[src/rtl/idiv_sequential.sv]
// Iterative restoring divider: 2*NB-bit dividend / NB-bit divisor, one quotient bit per clock.
// Optional feature macro IDIV_SIGNED_EN: two's-complement operands with an extra FIX cycle.
module idiv_sequential #(
    parameter int NB = 16
) (
    input  logic            Clock,
    input  logic            Reset_n,
    input  logic            iStart,
    input  logic [2*NB-1:0] iDividend,
    input  logic [NB-1:0]   iDivisor,
    output logic            oBusy,
    output logic            oDone,
    output logic [NB-1:0]   oQuotient,
    output logic [NB-1:0]   oRemainder,
    output logic            oDivZero,
    output logic            oOverflow
);

    localparam int SW = (NB > 1) ? $clog2(NB) : 1;
    localparam logic [SW-1:0] LAST_STEP = SW'(NB - 1);

    typedef enum logic [1:0] {
        S_IDLE = 2'd0,
        S_CALC = 2'd1,
        S_FIX  = 2'd2,
        S_DONE = 2'd3
    } state_t;

    state_t          r_state, w_state_nxt;
    logic [SW-1:0]   r_step, w_step_nxt;
    // r_p holds the partial remainder, always below the divisor so NB bits suffice between steps.
    logic [NB-1:0]   r_p, w_p_nxt;
    // r_lo shifts dividend bits out at the top while quotient bits shift in at the bottom.
    logic [NB-1:0]   r_lo, w_lo_nxt;
    logic [NB-1:0]   r_div, w_div_nxt;
    logic            r_busy, w_busy_nxt;
    logic            r_done, w_done_nxt;
    logic [NB-1:0]   r_quot, w_quot_nxt;
    logic [NB-1:0]   r_rem, w_rem_nxt;
    logic            r_dz, w_dz_nxt;
    logic            r_ovf, w_ovf_nxt;

    logic [2*NB-1:0] w_dvd_mag;
    logic [NB-1:0]   w_div_mag;
    logic [NB:0]     w_p_sh;
    logic [NB-1:0]   w_p_sub;
    logic [NB-1:0]   w_p_new;
    logic [NB-1:0]   w_q_new;
    logic            w_qbit;

`ifdef IDIV_SIGNED_EN
    logic            r_neg_q, w_neg_q_nxt;
    logic            r_neg_r, w_neg_r_nxt;
    logic [NB-1:0]   w_q_fix;
    logic [NB-1:0]   w_r_fix;
    logic            w_fix_ovf;

    function automatic logic [2*NB-1:0] neg_wide(input logic [2*NB-1:0] v);
        return ~v + {{(2*NB-1){1'b0}}, 1'b1};
    endfunction

    function automatic logic [NB-1:0] neg_nb(input logic [NB-1:0] v);
        return ~v + {{(NB-1){1'b0}}, 1'b1};
    endfunction

    assign w_dvd_mag = iDividend[2*NB-1] ? neg_wide(iDividend) : iDividend;
    assign w_div_mag = iDivisor[NB-1] ? neg_nb(iDivisor) : iDivisor;
    assign w_q_fix   = r_neg_q ? neg_nb(r_lo) : r_lo;
    assign w_r_fix   = r_neg_r ? neg_nb(r_p) : r_p;
    // A negative quotient may reach magnitude 2^(NB-1); a positive one must stay below it.
    assign w_fix_ovf = r_neg_q ? (r_lo[NB-1] & (|r_lo[NB-2:0])) : r_lo[NB-1];
`else
    assign w_dvd_mag = iDividend;
    assign w_div_mag = iDivisor;
`endif

    assign w_p_sh  = {r_p, r_lo[NB-1]};
    assign w_qbit  = (w_p_sh >= {1'b0, r_div});
    assign w_p_sub = w_p_sh[NB-1:0] - r_div;
    assign w_p_new = w_qbit ? w_p_sub : w_p_sh[NB-1:0];
    assign w_q_new = {r_lo[NB-2:0], w_qbit};

    // Next-state and next-output logic for the divider FSM.
    always_comb begin
        w_state_nxt = r_state;
        w_step_nxt  = r_step;
        w_p_nxt     = r_p;
        w_lo_nxt    = r_lo;
        w_div_nxt   = r_div;
        w_busy_nxt  = r_busy;
        w_done_nxt  = 1'b0;
        w_quot_nxt  = r_quot;
        w_rem_nxt   = r_rem;
        w_dz_nxt    = r_dz;
        w_ovf_nxt   = r_ovf;
`ifdef IDIV_SIGNED_EN
        w_neg_q_nxt = r_neg_q;
        w_neg_r_nxt = r_neg_r;
`endif
        case (r_state)
            S_IDLE: begin
                w_busy_nxt = 1'b0;
                if (iStart) begin
                    w_busy_nxt = 1'b1;
                    w_dz_nxt   = 1'b0;
                    w_ovf_nxt  = 1'b0;
                    w_step_nxt = {SW{1'b0}};
                    w_div_nxt  = w_div_mag;
                    w_p_nxt    = w_dvd_mag[2*NB-1:NB];
                    w_lo_nxt   = w_dvd_mag[NB-1:0];
`ifdef IDIV_SIGNED_EN
                    w_neg_q_nxt = iDividend[2*NB-1] ^ iDivisor[NB-1];
                    w_neg_r_nxt = iDividend[2*NB-1];
`endif
                    if (iDivisor == {NB{1'b0}}) begin
                        w_state_nxt = S_DONE;
                        w_done_nxt  = 1'b1;
                        w_dz_nxt    = 1'b1;
                        w_quot_nxt  = {NB{1'b1}};
                        w_rem_nxt   = iDividend[NB-1:0];
                    end else if (w_dvd_mag[2*NB-1:NB] >= w_div_mag) begin
                        w_state_nxt = S_DONE;
                        w_done_nxt  = 1'b1;
                        w_ovf_nxt   = 1'b1;
                        w_quot_nxt  = {NB{1'b1}};
                        w_rem_nxt   = {NB{1'b0}};
                    end else begin
                        w_state_nxt = S_CALC;
                    end
                end else begin
                    w_state_nxt = S_IDLE;
                end
            end
            S_CALC: begin
                w_p_nxt    = w_p_new;
                w_lo_nxt   = w_q_new;
                w_step_nxt = r_step + {{(SW-1){1'b0}}, 1'b1};
                if (r_step == LAST_STEP) begin
`ifdef IDIV_SIGNED_EN
                    w_state_nxt = S_FIX;
`else
                    w_state_nxt = S_DONE;
                    w_done_nxt  = 1'b1;
                    w_quot_nxt  = w_q_new;
                    w_rem_nxt   = w_p_new;
`endif
                end else begin
                    w_state_nxt = S_CALC;
                end
            end
`ifdef IDIV_SIGNED_EN
            S_FIX: begin
                w_state_nxt = S_DONE;
                w_done_nxt  = 1'b1;
                if (w_fix_ovf) begin
                    w_ovf_nxt  = 1'b1;
                    w_quot_nxt = {NB{1'b1}};
                    w_rem_nxt  = {NB{1'b0}};
                end else begin
                    w_quot_nxt = w_q_fix;
                    w_rem_nxt  = w_r_fix;
                end
            end
`endif
            S_DONE: begin
                w_state_nxt = S_IDLE;
                w_busy_nxt  = 1'b0;
            end
            default: begin
                w_state_nxt = S_IDLE;
                w_busy_nxt  = 1'b0;
            end
        endcase
    end

    // State, datapath and output registers; asynchronous clear aborts any operation.
    always_ff @(posedge Clock or negedge Reset_n) begin
        if (!Reset_n) begin
            r_state <= S_IDLE;
            r_step  <= {SW{1'b0}};
            r_p     <= {NB{1'b0}};
            r_lo    <= {NB{1'b0}};
            r_div   <= {NB{1'b0}};
            r_busy  <= 1'b0;
            r_done  <= 1'b0;
            r_quot  <= {NB{1'b0}};
            r_rem   <= {NB{1'b0}};
            r_dz    <= 1'b0;
            r_ovf   <= 1'b0;
`ifdef IDIV_SIGNED_EN
            r_neg_q <= 1'b0;
            r_neg_r <= 1'b0;
`endif
        end else begin
            r_state <= w_state_nxt;
            r_step  <= w_step_nxt;
            r_p     <= w_p_nxt;
            r_lo    <= w_lo_nxt;
            r_div   <= w_div_nxt;
            r_busy  <= w_busy_nxt;
            r_done  <= w_done_nxt;
            r_quot  <= w_quot_nxt;
            r_rem   <= w_rem_nxt;
            r_dz    <= w_dz_nxt;
            r_ovf   <= w_ovf_nxt;
`ifdef IDIV_SIGNED_EN
            r_neg_q <= w_neg_q_nxt;
            r_neg_r <= w_neg_r_nxt;
`endif
        end
    end

    assign oBusy      = r_busy;
    assign oDone      = r_done;
    assign oQuotient  = r_quot;
    assign oRemainder = r_rem;
    assign oDivZero   = r_dz;
    assign oOverflow  = r_ovf;

endmodule
[config.mk]
export PLATFORM = sky130hd
export DESIGN_NAME = idiv_sequential
export DESIGN_NICKNAME = d
export VERILOG_FILES = /design/src/rtl/idiv_sequential.sv
export SDC_FILE = /design/constraint.sdc
export NUM_CORES = 1
export LEC_CHECK = 0
export CAP_MARGIN = 10
export CORE_MARGIN = 2
export CORE_UTILIZATION = 36
export CTS_BUF_LIST = sky130_fd_sc_hd__clkbuf_2
export DETAILED_ROUTE_END_ITERATION = 6
export GPL_TIMING_DRIVEN = 0
export PLACE_DENSITY_LB_ADDON = 0.3
export SLEW_MARGIN = 20
export SYNTH_ARGS = -nofsm -noshare
export SYNTH_HDL_FRONTEND = slang
export SYNTH_SLANG_ARGS = --single-unit
[constraint.sdc]
create_clock -name Clock -period 2.45 [get_ports Clock]
set_clock_uncertainty 0.15 [all_clocks]
set_input_delay 0.49 -clock Clock [delete_from_list [all_inputs] [get_ports Clock]]
set_output_delay 0.49 -clock Clock [all_outputs]
set_load 0.02 [all_outputs]
==> results of run 1 <==
## cell families after synthesis
family                     Yosys count  synth area share
adders and majority gates           34           0.08116
DFF                                 89            0.4175
buffers and inverters               70           0.05418
xor gates and xnor gates             8           0.01314
AOI/OAI and AO/OA                  173            0.2193
muxes                               13           0.02440
and+or+nand+nor                    224            0.1902
## flip-flops by register name, indices dropped and copies added (netlist names)
| signal | flops |
|---|---|
| r_step | 4 |
| oDone | 1 |
| r_lo | 16 |
| oDivZero | 1 |
| oBusy | 1 |
| r_p | 16 |
| oOverflow | 1 |
| oQuotient | 16 |
| r_div | 16 |
| oRemainder | 16 |
| r_state | 1 |
## critical path, delay by kind of cell, from the launching register on
kind                     cells  cell delay, ps
buffers and inverters        1             180
adder cells (fa/ha/maj)      1             260
AND/OR/NAND/NOR              2             610
flip-flops                   1             480
AO/OA/AOI/OAI                4             650
XOR/XNOR                     1             260
## worst paths after layout
kind                               from        endpoint  slack, ps  cells past startpoint
setup / recovery                 r_p[7]  oRemainder[11]       -220                      9
hold / removal             iDivisor[10]       r_div[10]        110                      3
setup reg to reg                 r_p[7]  oRemainder[11]       -220                      9
hold reg to reg               r_step[3]       r_step[3]        370                      1
max in group asynchronous       Reset_n         r_p[12]       1240                      3
min in group asynchronous       Reset_n    oQuotient[3]        230                      2
## final cells by class
type | instances | share of cell area
Buffer | 28 | 0.02411
Tap cell | 184 | 0.03081
Multi-Input combinational cell | 452 | 0.4445
Timing Repair Buffer | 129 | 0.1652
Sequential cell | 89 | 0.2982
Inverter | 40 | 0.02009
Clock inverter | 7 | 0.01105
Clock buffer | 9 | 0.006027
## stage by stage
step,TNS (ps),util,cells,cell area [µm²]
after CTS,-2538,0.4971,932,7197
final,-2559,0.5162,938,7473
after floorplan,0,-,611,5334
after global routing,-4961,0.5162,938,7473
after detailed placement,-46830,0.4455,882,6450
after global placement,-270230,0.4437,881,6425
## metal layers
metal	vias up	share of wire	global-route usage
li1	2439	-	-
met1	2594	0.44	0.3223
met2	227	0.46	0.3577
met3	51	0.062	0.03101
met4	0	0.035	0.08562
met5	-	0	0
## placed cells by master, fill, tap and decap left out, types with 29 or more instances in the layout
cell type / n
clkdlybuf4s50_1: 74
nand2_1: 67
buf_4: 37
dfrtp_1: 88
inv_1: 33
o21ai_0: 33
nor2_1: 78
a21oi_1: 29
## timing repair
action | CTS | global route
setup buffers | 30 | 8
cloned | 3 | 0
hold buffers | 1 | 0
endpoints found under the setup margin | 52 | 62
resized for setup | 95 | 61
endpoints found under the hold margin | 41 | 0
pin swaps | 32 | 28
==> results.json, run 1 <==
{
  "status": "finished, violations left",
  "violations": "negative setup slack",
  "whs_ps": 111.9,
  "worst_path_max_delay_cell": "dfrtp_1",
  "grt_max_degree": 49,
  "crit_required_ps": 2800,
  "synth_top_cell_by_area": "dfrtp_1",
  "clk_path_buf_depth": 2,
  "setup_viol": 35,
  "htreeDepth": 3,
  "ys_warn_count": 0,
  "cap_violations": 0,
  "synth-async-reset-ratio": 1.000,
  "worst_ep_arrival_time_ps": 3020,
  "grt_usage": 0.2281,
  "worstPathMaxFanout": 7,
  "fin_crit_ps": 2667,
  "die_w_um": 125.7,
  "synth_ff_type": "dfrtp_1",
  "avgSynthCellArea_um2": 8.730,
  "yosys.area.top_type_share": 0.4175,
  "clock_sinks": 89,
  "cts_buffers": 9,
  "core.rowCount": 44,
  "wl_mm": 18.19,
  "port_buffers": 86,
  "hpwl_mm": 12.98,
  "synth_edf_count": 0,
  "dr_total_vias": 5311,
  "netlist_area_um2": 5334,
  "timing.fmax_ghz": 0.3750,
  "core-area_um2": 14480,
  "drcViolationCount": 0,
  "grt_first_pass_wirelength_mm": 28.77,
  "hp-class": "input port to flip-flop",
  "start_kind": "flip-flop",
  "n_antenna_cell": 0,
  "period_share": 1.088,
  "path_clk_slew_ps": 250,
  "regArea_um2": 2228,
  "drt_pass1_iterations": 5,
  "synth.area.top_cells": "dfrtp_1, ha_1, nor2_1, nand2_1, o21ai_0",
  "crit_type": "flip-flop to flip-flop",
  "slowest_delay_ps": 480,
  "fill_cells": 1335,
  "final_antenna_net_count": 0,
  "syn_inst": 611,
  "worst_pin_slew_ps": 685.9,
  "initial_core_util": 0.3684,
  "ys_seq_area_frac": 0.4175,
  "antenna_found_initial": 0,
  "syn_nets": 696,
  "ys_seq_elements": 89,
  "die_h_um": 125.7,
  "multiInputGateArea_um2": 3322,
  "grt-ovfl-total": 0,
  "routedWlPerCell_um": 19.39,
  "routabilityCongestion": 0.9303,
  "tritoncts": "done",
  "finalHoldViolCount": 0,
  "pre_cts_ws_ps": -1125,
  "synth_cell_types": 63,
  "cts_root_buf": "clkbuf_2",
  "ios": 87,
  "drive_above_1_share": 0.2188,
  "grt_pass1_vias": 5269,
  "slew_viol_final": 0,
  "nets": 834,
  "avgViaCountPerCell": 5.662,
  "dieArea_um2": 15810,
  "rsz0062_at_grt": "true",
  "slew_headroom": 0.5427,
  "synthToLayoutAreaGrowth_pct": 40.11,
  "insertion_delay_ps": 570,
  "end_kind": "flip-flop",
  "yosys-top-cells-count": "dfrtp_1, nor2_1, nand2_1",
  "crit_chain": "ha_4 -> a21o_4 -> or3_2 -> nor3_4 -> o31ai_2 -> xor2_1 -> o211ai_1 -> buf_4 -> a31oi_1",
  "fin_ws_ps": -216.6,
  "dr.first_iter.drc_count": 511,
  "yosysMostFrequentCell": "dfrtp_1"
}
Power of run 1 is left out: the tool's default activity adds up to more than one toggle a clock period on the data nets, which glitch-free logic cannot reach.
==> run 2: changes to the inputs <==
CORE_UTILIZATION = 50   (was 36)
==> run 2 against run 1 <==
Against the previous run:
- the run still ends with negative setup slack left
- setup slack improved by 39 ps
- first-iteration DRC count fell by 1.2%
- worst hold slack got worse by 84 ps
- critical endpoint is now oRemainder[15]
==> results.json, run 2 (synthesis results as in run 1) <==
{
  "dr_total_vias": 5399,
  "pre_cts_ws_ps": -1051,
  "slew_headroom": 0.5055,
  "tritoncts": "done",
  "grt_pass1_vias": 5219,
  "worst_ep_arrival_time_ps": 2970,
  "period_share": 1.072,
  "crit_family": "compound AO/OA/AOI/OAI gates",
  "core.rowCount": 37,
  "dieArea_um2": 11510,
  "multiInputGateArea_um2": 3321,
  "fin_crit_ps": 2627,
  "grt_first_pass_wirelength_mm": 27.87,
  "hp-class": "input port to flip-flop",
  "port_buffers": 86,
  "drcViolationCount": 0,
  "timing.fmax_ghz": 0.3806,
  "antenna_found_initial": 0,
  "wl_mm": 18.02,
  "fin_ws_ps": -177.2,
  "grt_max_degree": 54,
  "grt_usage": 0.3160,
  "crit_buf_inv": 1,
  "worst_path_max_delay_cell": "dfrtp_1",
  "hpwl_mm": 12.55,
  "routedWlPerCell_um": 20.20,
  "ios": 87,
  "htreeDepth": 3,
  "utilization": 0.7200,
  "grt-ovfl-total": 0,
  "slowest_delay_ps": 420,
  "cts_root_buf": "clkbuf_2",
  "regArea_um2": 2228,
  "initial_core_util": 0.5167,
  "worst_pin_slew_ps": 741.8,
  "path_clk_slew_ps": 300,
  "crit_chain": "inv_1 -> ha_1 -> nor2b_4 -> o31a_1 -> o21ai_4 -> o2111a_4 -> nor2_4 -> mux2i_2 -> o221ai_1",
  "dr.first_iter.drc_count": 505,
  "fill_cells": 798,
  "routabilityCongestion": 0.9724,
  "slew_viol_final": 0,
  "worstPathMaxFanout": 6,
  "synthToLayoutAreaGrowth_pct": 39.36,
  "core-area_um2": 10320,
  "end_kind": "flip-flop",
  "violations": "negative setup slack",
  "whs_ps": 28.06,
  "rsz0062_at_grt": "true",
  "die_h_um": 107.3,
  "finalHoldViolCount": 0,
  "clock_sinks": 89,
  "n_antenna_cell": 0,
  "drive_above_1_share": 0.2222,
  "start_kind": "flip-flop",
  "clk_path_buf_depth": 2,
  "final_common_cell": "dfrtp_1",
  "tns_ps": -3470,
  "final_antenna_net_count": 0,
  "cap_violations": 0,
  "crit_type": "flip-flop to flip-flop",
  "layout_common_cells": "dfrtp_1, nor2_1, clkdlybuf4s50_1",
  "setup_viol": 34,
  "nets": 836,
  "cts_buffers": 9,
  "drt_pass1_iterations": 5,
  "insertion_delay_ps": 600,
  "avgViaCountPerCell": 6.053,
  "die_w_um": 107.3,
  "crit_required_ps": 2800,
  "status": "finished, violations left"
}
-- run 2: cell count changes in the layout (fill, tap and decap cells not counted), moves of 3 or more --
cell	previous run	this run
ha_2	4	1
buf_12	0	4
a211oi_1	6	3
ha_1	17	20
dlygate4sd2_1	8	5
o21ai_2	2	6
o21ai_1	12	9
a211oi_2	1	6
buf_6	10	7
-- run 2: stage by stage --
stage                     cells  instance area, µm²
after global placement      833                6365
after CTS                   881                7211
after detailed placement    834                6390
final                       892                7433
after floorplan             611                5334
after global routing        892                7433
-- run 2: timing repair --
item,in CTS,in global routing
hold buffers,1,0
cloned,2,0
pin swaps,45,32
resized for setup,112,37
setup endpoints to repair,50,59
endpoints found under the hold margin,36,0
setup buffers,30,11
-- run 2: worst paths after layout --
check,end,start,slack [ps],cells past startpoint
hold / removal,r_div[2],iDivisor[2],30,3
setup reg to reg,oRemainder[15],r_div[1],-180,9
setup / recovery,oRemainder[15],r_div[1],-180,9
min in group asynchronous,r_p[4],Reset_n,200,2
max in group asynchronous,r_lo[14],Reset_n,1270,3
hold reg to reg,r_step[3],r_step[3],360,1
-- run 2: final cells by class --
cell class | instances | share of cell area
timing repair buffer | 131 | 0.1734
clock inverter | 7 | 0.007911
inverter | 40 | 0.02020
sequential | 89 | 0.2998
clock buffer | 9 | 0.006060
buffer | 28 | 0.02306
tap | 136 | 0.02289
multi-input combinational | 452 | 0.4467
-- run 2: layer usage --
metal,GRT usage,share of wire,up-vias
met2,0.5063,0.47,259
met5,0,0,-
met4,0.1002,0.030,0
met1,0.4433,0.43,2645
met3,0.04600,0.076,50
li1,-,-,2445
-- run 2: tightest hold or removal path: stages --
cell,delay [ps]
dlymetal6s2s_1,160
nand2_1,60
o21ai_0,70
Power of run 2 is left out for the same reason.
==> run 3: changes to the inputs <==
==> constraint.sdc (replaced) <==
create_clock -name Clock -period 2.45 [get_ports Clock]
set_clock_uncertainty 0.15 [all_clocks]
set_input_delay 0.3675 -clock Clock [delete_from_list [all_inputs] [get_ports Clock]]
set_output_delay 0.3675 -clock Clock [all_outputs]
set_load 0.02 [all_outputs]
==> run 3 against run 2 <==
Against the previous run:
- the run still ends with negative setup slack left
- clock-buffer cell count did not move
- cell count is 0.34% higher
- core utilization is essentially flat
- global-route usage down 0.10 points
- maximum frequency rose by 0.62%
- critical path type unchanged
==> results.json, run 3 (synthesis results as in run 1) <==
{
  "status": "finished, violations left",
  "violations": "negative setup slack",
  "fin_crit_ps": 2611,
  "dr.first_iter.drc_count": 529,
  "slowest_delay_ps": 490,
  "worstPathMaxFanout": 6,
  "routabilityCongestion": 0.9724,
  "drive_above_1_share": 0.2213,
  "grt_usage": 0.3150,
  "layout_common_cells": "dfrtp_1, clkdlybuf4s50_1, nor2_1",
  "crit_family": "compound AO/OA/AOI/OAI gates",
  "drt_pass1_iterations": 7,
  "htreeDepth": 3,
  "slew_viol_final": 0,
  "cap_violations": 0,
  "port_buffers": 86,
  "setup_viol": 36,
  "hpwl_mm": 12.55,
  "n_antenna_cell": 0,
  "tritoncts": "done",
  "antenna_found_initial": 0,
  "final_common_cell": "dfrtp_1",
  "finalHoldViolCount": 0,
  "hp-class": "input port to asynchronous set/reset pin",
  "crit_buf_inv": 1,
  "multiInputGateArea_um2": 3326,
  "dieArea_um2": 11510,
  "avgViaCountPerCell": 6.073,
  "grt_pass1_vias": 5244,
  "nets": 839,
  "cts_buffers": 9,
  "worst_path_max_delay_cell": "dfrtp_1",
  "routedWlPerCell_um": 20.10,
  "drcViolationCount": 0,
  "fill_cells": 812,
  "initial_core_util": 0.5167,
  "start_kind": "flip-flop",
  "timing.fmax_ghz": 0.3830,
  "die_w_um": 107.3,
  "final_antenna_net_count": 0,
  "fin_ws_ps": -161.0,
  "worst_pin_slew_ps": 749.7,
  "core-area_um2": 10320,
  "wl_mm": 17.99,
  "grt_first_pass_wirelength_mm": 27.78,
  "slew_headroom": 0.5002,
  "rsz0062_at_grt": "true",
  "insertion_delay_ps": 580,
  "end_kind": "flip-flop",
  "worst_ep_arrival_time_ps": 2980,
  "cts_root_buf": "clkbuf_2",
  "dr_total_vias": 5435,
  "grt-ovfl-total": 0,
  "crit_required_ps": 2820,
  "core.rowCount": 37,
  "utilization": 0.7205,
  "grt_max_degree": 54,
  "path_clk_slew_ps": 300,
  "crit_type": "flip-flop to flip-flop",
  "crit_chain": "ha_4 -> o21a_1 -> o31a_1 -> o21ai_4 -> o2111a_4 -> nor2_4 -> buf_12 -> o211ai_2 -> a31oi_1",
  "clk_path_buf_depth": 2,
  "regArea_um2": 2228,
  "clock_sinks": 89,
  "period_share": 1.066,
  "die_h_um": 107.3,
  "ios": 87,
  "synthToLayoutAreaGrowth_pct": 39.46
}
-- run 3: changes by cell type in the layout (fill, tap and decap cells not counted), sizes merged --
cell | before | now
clkdlybuf4s50 | 76 | 82
dlygate4sd2 | 5 | 1
dlygate4sd3 | 1 | 3
dlymetal6s2s | 4 | 2
buf | 55 | 56
-- run 3: through the flow --
stage	hold WS (ps)	setup WS [ps]	TNS, ps	area (µm²)	std cells
floorplan	-78.09	32.04	0	5334	611
CTS	86.88	-122.3	-1765	7191	881
global placement	314.4	-2414	-246550	6365	833
finish	87.26	-161.0	-2992	7438	895
global route	91.19	-270.5	-4802	7438	895
detailed placement	233.2	-929.0	-35280	6390	834
-- run 3: worst paths after layout --
kind | from | to | slack [ps] | cells past startpoint
worst max-delay path | r_p[1] | oRemainder[2] | -160 | 9
worst min-delay path | Reset_n | r_p[3] | 90 | 2
worst max register to register | r_p[1] | oRemainder[2] | -160 | 9
worst min register to register | r_step[3] | r_step[3] | 360 | 1
max in group asynchronous | Reset_n | oRemainder[7] | 1370 | 3
min in group Clock | iDivisor[0] | r_div[0] | 110 | 3
-- run 3: worst register-to-register path, cell delays in order, from the launching register on --
cell and delay [ps]:
dfrtp_1 490, ha_4 300, o21a_1 110, o31a_1 250, o21ai_4 110, o2111a_4 320, nor2_4 320, buf_12 190
o211ai_2 110, a31oi_1 210
-- run 3: what timing repair did --
action	in CTS	in global routing
pin swaps	52	37
gates resized for setup	104	39
cloned	2	0
hold buffers	1	2
setup endpoints to repair	50	60
endpoints found under the hold margin	36	2
buffers inserted	30	12
-- run 3: layer usage --
| layer | vias up | share of wire | track usage |
|---|---|---|---|
| li1 | 2464 | - | - |
| met1 | 2660 | 0.42 | 0.4366 |
| met2 | 266 | 0.46 | 0.4928 |
| met3 | 45 | 0.082 | 0.05387 |
| met4 | 0 | 0.034 | 0.1243 |
| met5 | - | 0 | 0 |
-- run 3: layout make-up --
cell class	count	share of cell area
inverter	40	0.02019
multi-input combinational	452	0.4471
clock buffer	9	0.006056
timing repair buffer	134	0.1741
tap	136	0.02288
sequential	89	0.2996
buffer	28	0.02220
clock inverter	7	0.007906
Power of run 3 is left out for the same reason.
